## src/rtl/uart_echo_ctl.sv

```systemverilog
// uart_echo_ctl: Wishbone master that echoes UART RX bytes back to the same UART.
// On the RX interrupt it reads one byte into a 4-deep FIFO. When the TX gap has
// elapsed it writes the FIFO head back, so the UART transmitter is never overrun.
// Build option: define ECHO_UPCASE_EN to fold ASCII 'a'..'z' to 'A'..'Z' on receive.

module uart_echo_ctl #(
    parameter logic [31:0] UART_ADR    = 32'h0FF,
    parameter logic [15:0] TX_GAP      = 16'd25012,
    parameter logic [4:0]  ACK_TIMEOUT = 5'd16
) (
    input  logic        clk_48_i,
    input  logic        rst_i,
    output logic [31:0] adr_o,
    output logic [31:0] dat_o,
    input  logic [31:0] dat_i,
    output logic        we_o,
    output logic        stb_o,
    output logic        cyc_o,
    output logic [3:0]  sel_o,
    input  logic        ack_i,
    input  logic        irq_i,
    output logic [2:0]  fifo_cnt_o,
    output logic        ovf_o,
    output logic        err_o
);

    typedef enum logic [2:0] {
        IDLE = 3'b001,
        RD   = 3'b010,
        WR   = 3'b100
    } state_t;

    state_t      state;
    logic [7:0]  fifo_mem [4];
    logic [1:0]  wr_ptr;
    logic [1:0]  rd_ptr;
    logic [15:0] gap_cnt;
    logic [4:0]  tmo_cnt;
    logic        irq_stale;

    logic        ack_ok;
    logic        tmo_hit;
    logic        fifo_full;
    logic        fifo_empty;
    logic        rd_done;
    logic        wr_done;
    logic        push;
    logic [7:0]  rx_byte;
    logic        unused_dat;

    assign sel_o      = 4'b0001;
    assign unused_dat = ^dat_i[31:8];

    // Qualify ack (x/z count as 0, first cycle of a transfer ignored) and decode bus/FIFO events.
    always_comb begin
        // NOTE: every signal assigned here gets a default first, so no path keeps an old value and no latch is inferred.
        rx_byte = dat_i[7:0];
`ifdef ECHO_UPCASE_EN
        if (dat_i[7:0] >= 8'h61 && dat_i[7:0] <= 8'h7A)
            rx_byte = dat_i[7:0] - 8'h20;
`endif
        ack_ok     = (ack_i === 1'b1) && (tmo_cnt != 5'd0);
        tmo_hit    = (tmo_cnt == ACK_TIMEOUT - 5'd1);
        fifo_full  = (fifo_cnt_o == 3'd4);
        fifo_empty = (fifo_cnt_o == 3'd0);
        rd_done    = (state == RD) && ack_ok;
        wr_done    = (state == WR) && ack_ok;
        push       = rd_done && !fifo_full;
    end

    // FIFO storage, written only when a received byte is accepted.
    // NOTE: the data array is deliberately not reset; pointers and count define which entries are valid.
    always_ff @(posedge clk_48_i) begin
        if (push)
            fifo_mem[wr_ptr] <= rx_byte;
    end

    // Bus FSM with registered Wishbone outputs, FIFO pointers, gap pacing and sticky flags.
    always_ff @(posedge clk_48_i or posedge rst_i) begin
        if (rst_i) begin
            // NOTE: state uses non-blocking assignments so every register updates from pre-edge values.
            state      <= IDLE;
            cyc_o      <= 1'b0;
            stb_o      <= 1'b0;
            we_o       <= 1'b0;
            adr_o      <= 32'h0;
            dat_o      <= 32'h0;
            wr_ptr     <= 2'd0;
            rd_ptr     <= 2'd0;
            fifo_cnt_o <= 3'd0;
            gap_cnt    <= 16'd0;
            tmo_cnt    <= 5'd0;
            ovf_o      <= 1'b0;
            err_o      <= 1'b0;
            irq_stale  <= 1'b0;
        end else begin
            // Gap counter runs in every state so reads can proceed while TX is paced.
            if (wr_done)
                gap_cnt <= TX_GAP;
            else if (gap_cnt != 16'd0)
                gap_cnt <= gap_cnt - 16'd1;

            // An irq still high right after a read belongs to the byte just taken.
            if (rd_done)
                irq_stale <= 1'b1;
            else if (irq_i !== 1'b1)
                irq_stale <= 1'b0;

            case (state)
                IDLE: begin
                    tmo_cnt <= 5'd0;
                    if (irq_i === 1'b1 && !irq_stale) begin
                        state <= RD;
                        cyc_o <= 1'b1;
                        stb_o <= 1'b1;
                        we_o  <= 1'b0;
                        adr_o <= UART_ADR;
                    end else if (!fifo_empty && gap_cnt == 16'd0) begin
                        state <= WR;
                        cyc_o <= 1'b1;
                        stb_o <= 1'b1;
                        we_o  <= 1'b1;
                        adr_o <= UART_ADR;
                        dat_o <= {24'h0, fifo_mem[rd_ptr]};
                    end
                end
                RD, WR: begin
                    if (ack_ok || tmo_hit) begin
                        state <= IDLE;
                        cyc_o <= 1'b0;
                        stb_o <= 1'b0;
                        we_o  <= 1'b0;
                        adr_o <= 32'h0;
                        dat_o <= 32'h0;
                    end else begin
                        tmo_cnt <= tmo_cnt + 5'd1;
                    end
                    if (push) begin
                        wr_ptr     <= wr_ptr + 2'd1;
                        fifo_cnt_o <= fifo_cnt_o + 3'd1;
                    end else if (rd_done) begin
                        ovf_o <= 1'b1;
                    end else if (wr_done) begin
                        rd_ptr     <= rd_ptr + 2'd1;
                        fifo_cnt_o <= fifo_cnt_o - 3'd1;
                    end else if (tmo_hit) begin
                        err_o <= 1'b1;
                    end
                end
                default: begin
                    state <= IDLE;
                    cyc_o <= 1'b0;
                    stb_o <= 1'b0;
                    we_o  <= 1'b0;
                end
            endcase
        end
    end

endmodule

```

## config.mk

```make
export PLATFORM = sky130hd
export DESIGN_NAME = uart_echo_ctl
export DESIGN_NICKNAME = d
export VERILOG_FILES = /design/src/rtl/uart_echo_ctl.sv
export SDC_FILE = /design/constraint.sdc
export NUM_CORES = 1
export LEC_CHECK = 0
export ABC_AREA = 1
export CORE_UTILIZATION = 30
export CTS_BUF_LIST = sky130_fd_sc_hd__clkbuf_16
export DETAILED_ROUTE_END_ITERATION = 12
export GPL_TIMING_DRIVEN = 0
export PLACE_DENSITY = 0.63
export SLEW_MARGIN = 20
export SYNTH_ARGS = -nofsm -noshare
export SYNTH_HDL_FRONTEND = slang
export SYNTH_SLANG_ARGS = --single-unit
```

## constraint.sdc

```tcl
create_clock -name clk_48_i -period 1.82 [get_ports clk_48_i]
set_clock_uncertainty 0.1 [all_clocks]
set_input_delay 0.273 -clock clk_48_i [delete_from_list [all_inputs] [get_ports clk_48_i]]
set_output_delay 0.273 -clock clk_48_i [all_outputs]
set_load 0.1 [all_outputs]
```

==> out/metrics.yaml, run 1 <==
drive_above_1_share_pct: 36.1
crit_arrival_ns: 2.00
r2r_slack_ns: -0.03
reg2reg_depth: 10
yosysTopAreaCell: "dfrtp_1"
rsz0062_at_grt: "true"
h-tree-depth: 3
synth.top_cell.area_share_pct: 26.0
grt_pass1_vias: 2981
slowest_delay_ns: 0.41
clock-sinks: 76
min-delay-path-class: "primary input to async pin"
status: "complete, but fails checks"
core_area_sq_um: 13300
async_flop_share_pct: 57.9
critical_path_class: "register to register"
final_area_sq_um: 5710
dp.cells: 702
path_buf_inv: 3
cellLeakagePower_nw: 2.63
die_w_um: 119
setup_viol: 6
place_hpwl_mm: 5.71
drv_slew: 0
path_clk_slew_ns: 0.06
insertedDiodeCount: 0
hold_violations: 0
drcViolationCount: 0
areaGrowthSynthToFinish_pct: 38.0
vias: 3135
path_cells: "buf_6 > ha_4 > inv_4 > nor2_4 > ha_2 > nand3b_4 > buf_4 > nor2_2 > o21ai_0 > a21oi_1"
start_util_pct: 31.0
peakVddDrop_mv: 1.82
cts_tree: "yes"
clk-insertion-delay-late_ns: 0.33
viasPerCell: 4.20
fin_util_pct: 42.8
placed_area_sq_um: 4960
design.die.area_sq_um: 14300
finalCriticalPeriod_ns: 1.85
synth_area_per_cell_sq_um: 9.41
crit_family: "flip-flops"
ant_nets: 0
yosysWarnings: 0
slew-limit-headroom_pct: 62.0
fin_crit_sh_pct: 102
reg2reg_to: "tmo_cnt[2]"
grt_first_pass_wirelength_mm: 13.7
io_buffers: 35
fin_tns_setup_ns: -0.0696
synth-seq-area-share_pct: 49.8
grt_max_degree: 35
instances_no_fill: 746
nFillCells: 1282
track_usage_pct: 12.2
wirelength_mm: 8.58
ys.flop_type: "dfrtp_1"
violations: "negative setup slack"
wl_per_cell_um: 11.5
synth_edf_count: 32
syn_inst: 440
required_ns: 1.97
end_kind: "register"
synth_area_leaders: "dfrtp_1 (26%), edfxtp_1 (23%), buf_4 (11%), nand2_1 (8.8%), inv_1 (3.7%)"
cp-start-kind: "register"
crit_fanout: 4
crit-reg2reg-launch: "tmo_cnt[0]"
final_nets: 611
cts_buffers: 9
drt_first_pass_iters: 4
ys_types: 44
overflow: 0
drt_iter0_drc: 136
gp_congestion: 0.865
die_h_um: 119
rows: 42
worst_pin_slew_ns: 0.573
crit_path_top_delay_cell: "dfrtp_1"
synth.cell_area_sq_um: 4140
powerDensity_nw_per_um2: 1780
seqCellArea_sq_um: 2080
hold_buffers: 0
antenna_found_initial: 0
multi_input_area_sq_um: 1770
ys_ff_latch: 76
drv_cap: 0
worst_slack_ns: -0.0335
clockRootBuffer: "clkbuf_16"
fmax_ghz: 0.540
cts_buffer_depth: 2
pin_count: 112
-- cell usage in the layout (no fill, tap or decap), types with 11 or more instances in the layout --
cell type	n
inv_1	35
clkdlybuf4s15_2	16
conb_1	52
dfrtp_1	39
clkdlybuf4s50_1	11
nor2_1	20
nand2_1	90
nand3_1	28
edfxtp_1	32
buf_4	88
-- registers in the layout (all words and copies together) (netlist names), 2 cells and up --
| signal | flops |
|---|---|
| tmo_cnt | 5 |
| gap_cnt | 16 |
| state | 2 |
| dat_o | 8 |
| wr_ptr | 2 |
| fifo_cnt_o | 3 |
| rd_ptr | 2 |
| fifo_mem | 32 |
-- cell usage after synthesis (all sizes together) (4+ instances only) --
cell type	n
nor3	11
nand2	105
xnor2	6
dfrtp	43
nor2	34
o21ai	14
nand4	4
a21oi	6
inv	45
o211ai	8
edfxtp	32
xor2	8
nand3	31
ha	10
buf	65
-- worst max-delay path by stage --
stage                     cells after the start     startpoint             to  slack (ns)
after detailed placement                      2       adr_o[6]       adr_o[7]       -0.37
after floorplan                              13  fifo_cnt_o[0]  fifo_cnt_o[2]       -0.13
after CTS                                    16     tmo_cnt[1]  fifo_cnt_o[2]       -0.08
after global routing                         11     tmo_cnt[0]     tmo_cnt[2]       -0.16
final                                        10     tmo_cnt[0]     tmo_cnt[2]       -0.03
after global placement                        2          rst_i  fifo_cnt_o[1]       -0.77
-- stage by stage --
stage	setup slack, ns	power (mW)	hold slack (ns)
final	-0.0335	10.1	0.109
after global routing	-0.161	10.7	0.136
after CTS	-0.0768	10.0	0.123
after detailed placement	-0.372	7.84	0.369
after global placement	-0.774	7.77	0.365
after floorplan	-0.134	6.83	0.272
-- kinds of logic after synthesis --
kind of cell               Yosys count  synth area share, %
and+or+nand+nor                    188                 21.2
buffers and inverters              113                 16.5
DFF                                 76                 49.8
AOI/OAI and AO/OA                   37                 6.26
xor gates and xnor gates            14                 2.96
adders and majority gates           10                 3.02
other                                2                0.181
-- what timing repair did --
| item | 4_1_cts | 5_1_grt |
|---|---|---|
| cloned | 1 | 0 |
| setup buffers | 23 | 6 |
| pin swaps | 13 | 9 |
| setup endpoints to repair | 73 | 61 |
| resized for setup | 119 | 28 |
-- power by group --
part | leakage, nW | internal [mW] | switching (mW)
sequential | 0.829 | 2.20 | 0.409
clock | 0.154 | 1.04 | 0.653
combinational | 1.65 | 1.79 | 4.05
-- metal layers --
layer / vias to the layer above / wire (um) / global-route usage [%] / part of all wire, %
li1: 1565 / - / - / -
met1: 1444 / 3570 / 14.2 / 42
met2: 109 / 4300 / 21.0 / 50
met3: 17 / 551 / 3.16 / 6.4
met4: 0 / 167 / 5.55 / 1.9
met5: - / 0 / 0 / 0
-- area by class of cell --
cell class	count	share of cell area [%]
Timing Repair Buffer	65	11.9
Multi-Input combinational cell	301	31.0
Clock buffer	9	3.94
Tap cell	176	3.86
Buffer	66	8.81
Sequential cell	76	36.4
Clock inverter	7	0.964
Inverter	46	3.20
Note: power is estimated with default switching activity, not from simulation.
==> run 2: changes to the inputs <==
--- a/config.mk
+++ b/config.mk
@@ -6,11 +6,13 @@
 export NUM_CORES = 1
 export LEC_CHECK = 0
 export ABC_AREA = 1
+export CORE_MARGIN = 1
 export CORE_UTILIZATION = 30
 export CTS_BUF_LIST = sky130_fd_sc_hd__clkbuf_16
 export DETAILED_ROUTE_END_ITERATION = 12
 export GPL_TIMING_DRIVEN = 0
 export PLACE_DENSITY = 0.63
+export RECOVER_POWER = 50
 export SLEW_MARGIN = 20
 export SYNTH_ARGS = -nofsm -noshare
 export SYNTH_HDL_FRONTEND = slang
==> out/metrics.yaml, run 2 (synthesis gave the netlist of run 1 again) <==
required_ns: 1.97
wirelength_mm: 8.56
clk-insertion-delay-late_ns: 0.33
io_buffers: 35
drv_slew: 0
grt_pass1_vias: 2981
pin_count: 112
drv_cap: 0
path_depth: 10
worst_slack_ns: -0.0372
wl_per_cell_um: 11.5
core_area_sq_um: 13300
critical_path_class: "register to register"
vias: 3135
powerDensity_nw_per_um2: 1780
largest_reg_flops: 32
viasPerCell: 4.20
seqCellArea_sq_um: 2080
ant_nets: 0
hold_violations: 0
worst_pin_slew_ns: 0.573
track_usage_pct: 12.2
rsz0062_at_grt: "true"
end_kind: "register"
nFillCells: 1283
worstSetupStartpoint: "tmo_cnt[0]"
insertedDiodeCount: 0
reg.largest.list: "fifo_mem (32), gap_cnt (16), dat_o (8)"
crit_family: "flip-flops"
fmax_ghz: 0.538
drt_first_pass_iters: 4
crit_fanout: 4
largest-register: "fifo_mem"
areaGrowthSynthToFinish_pct: 37.7
min-delay-path-class: "primary input to async pin"
place_hpwl_mm: 5.71
path_buf_inv: 3
die_h_um: 119
peakVddDrop_mv: 1.81
final_common_cell: "nand2_1"
cts_buffers: 9
cts_buffer_depth: 2
crit_path_top_delay_cell: "dfrtp_1"
drcViolationCount: 0
slew-limit-headroom_pct: 62.0
multi_input_area_sq_um: 1770
path_clk_slew_ns: 0.06
reg2reg_depth: 10
overflow: 0
clock-sinks: 76
fin_crit_sh_pct: 102
crit_arrival_ns: 2.01
clockRootBuffer: "clkbuf_16"
grt_first_pass_wirelength_mm: 13.7
cellLeakagePower_nw: 2.63
final_nets: 611
r2r_slack_ns: -0.04
power.total_mw: 10.1
gp_congestion: 0.865
grt_max_degree: 35
path_cells: "buf_6 > ha_4 > inv_4 > nor2_4 > ha_2 > nand3b_4 > buf_4 > nor2_2 > o21ai_0 > a21oi_1"
design.die.area_sq_um: 14300
violations: "negative setup slack"
rows: 42
die_w_um: 119
drive_above_1_share_pct: 36.0
slowest_delay_ns: 0.41
cts_tree: "yes"
mostFrequentLayoutCells: "nand2_1 (90), buf_4 (88), conb_1 (52), dfrtp_1 (39), inv_1 (36)"
crit-reg2reg-launch: "tmo_cnt[0]"
setup_viol: 6
h-tree-depth: 3
status: "complete, but fails checks"
reg2reg_to: "tmo_cnt[2]"
start_util_pct: 31.0
antenna_found_initial: 0
drt_iter0_drc: 142
finalCriticalPeriod_ns: 1.86
fin_tns_setup_ns: -0.118
cp-start-kind: "register"
run 2: cell count changes in the layout (fill, tap and decap cells not counted), sizes merged:
cell / before / now
clkdlybuf4s50: 11 / 2
dlygate4sd3: 0 / 9
buf: 102 / 101
clkbuf: 11 / 12
run 2: layout make-up:
class                           instances  area share [%]
Sequential cell                        76            36.5
Multi-Input combinational cell        301            31.0
Timing Repair Buffer                   65            11.7
Buffer                                 66            8.83
Clock buffer                            9            3.95
Tap cell                              176            3.86
Inverter                               46            3.21
Clock inverter                          7           0.966
run 2: per-stage QoR:
step | utilization [%] | instance area, sq um | instances | setup WS (ns) | hold slack, ns
6_report | 42.7 | 5700 | 746 | -0.0372 | 0.287
5_1_grt | 42.7 | 5700 | 746 | -0.161 | 0.337
4_1_cts | 42.0 | 5610 | 742 | -0.0768 | 0.123
3_5_place_dp | 37.2 | 4960 | 702 | -0.372 | 0.369
3_3_place_gp | 37.0 | 4940 | 701 | -0.774 | 0.365
2_1_floorplan | - | 4370 | 490 | -0.134 | 0.272
run 2: worst max-delay path by stage:
stage                          endpoint  slack [ns]
after floorplan           fifo_cnt_o[2]       -0.13
after global placement    fifo_cnt_o[1]       -0.77
after detailed placement       adr_o[7]       -0.37
after CTS                 fifo_cnt_o[2]       -0.08
after global routing         tmo_cnt[2]       -0.16
final                        tmo_cnt[2]       -0.04
run 2: worst reg2reg max path, stage by stage, from the launching register on:
cell and delay (ns):
dfrtp_1 0.41, buf_6 0.14, ha_4 0.15, inv_4 0.06
nor2_4 0.04, ha_2 0.18, nand3b_4 0.19, buf_4 0.17
nor2_2 0.09, o21ai_0 0.08, a21oi_1 0.15
run 2: routing by layer:
layer / vias to the layer above / GRT usage (%) / routed length, um
met5: - / 0 / 0
met4: 0 / 5.55 / 159
met3: 16 / 3.16 / 579
met2: 112 / 21.0 / 4340
met1: 1437 / 14.2 / 3490
li1: 1570 / - / -
run 2: power by group:
part | internal, mW | switching (mW)
registers | 2.20 | 0.409
logic | 1.78 | 4.04
clock network | 1.04 | 0.650
total | 5.02 | 5.10
run 2: timing repair:
action,CTS,global route
hold buffers,0,0
setup endpoints to repair,73,61
gates resized for setup,119,28
setup buffers,23,6
pin swaps,13,9
cloned,1,0
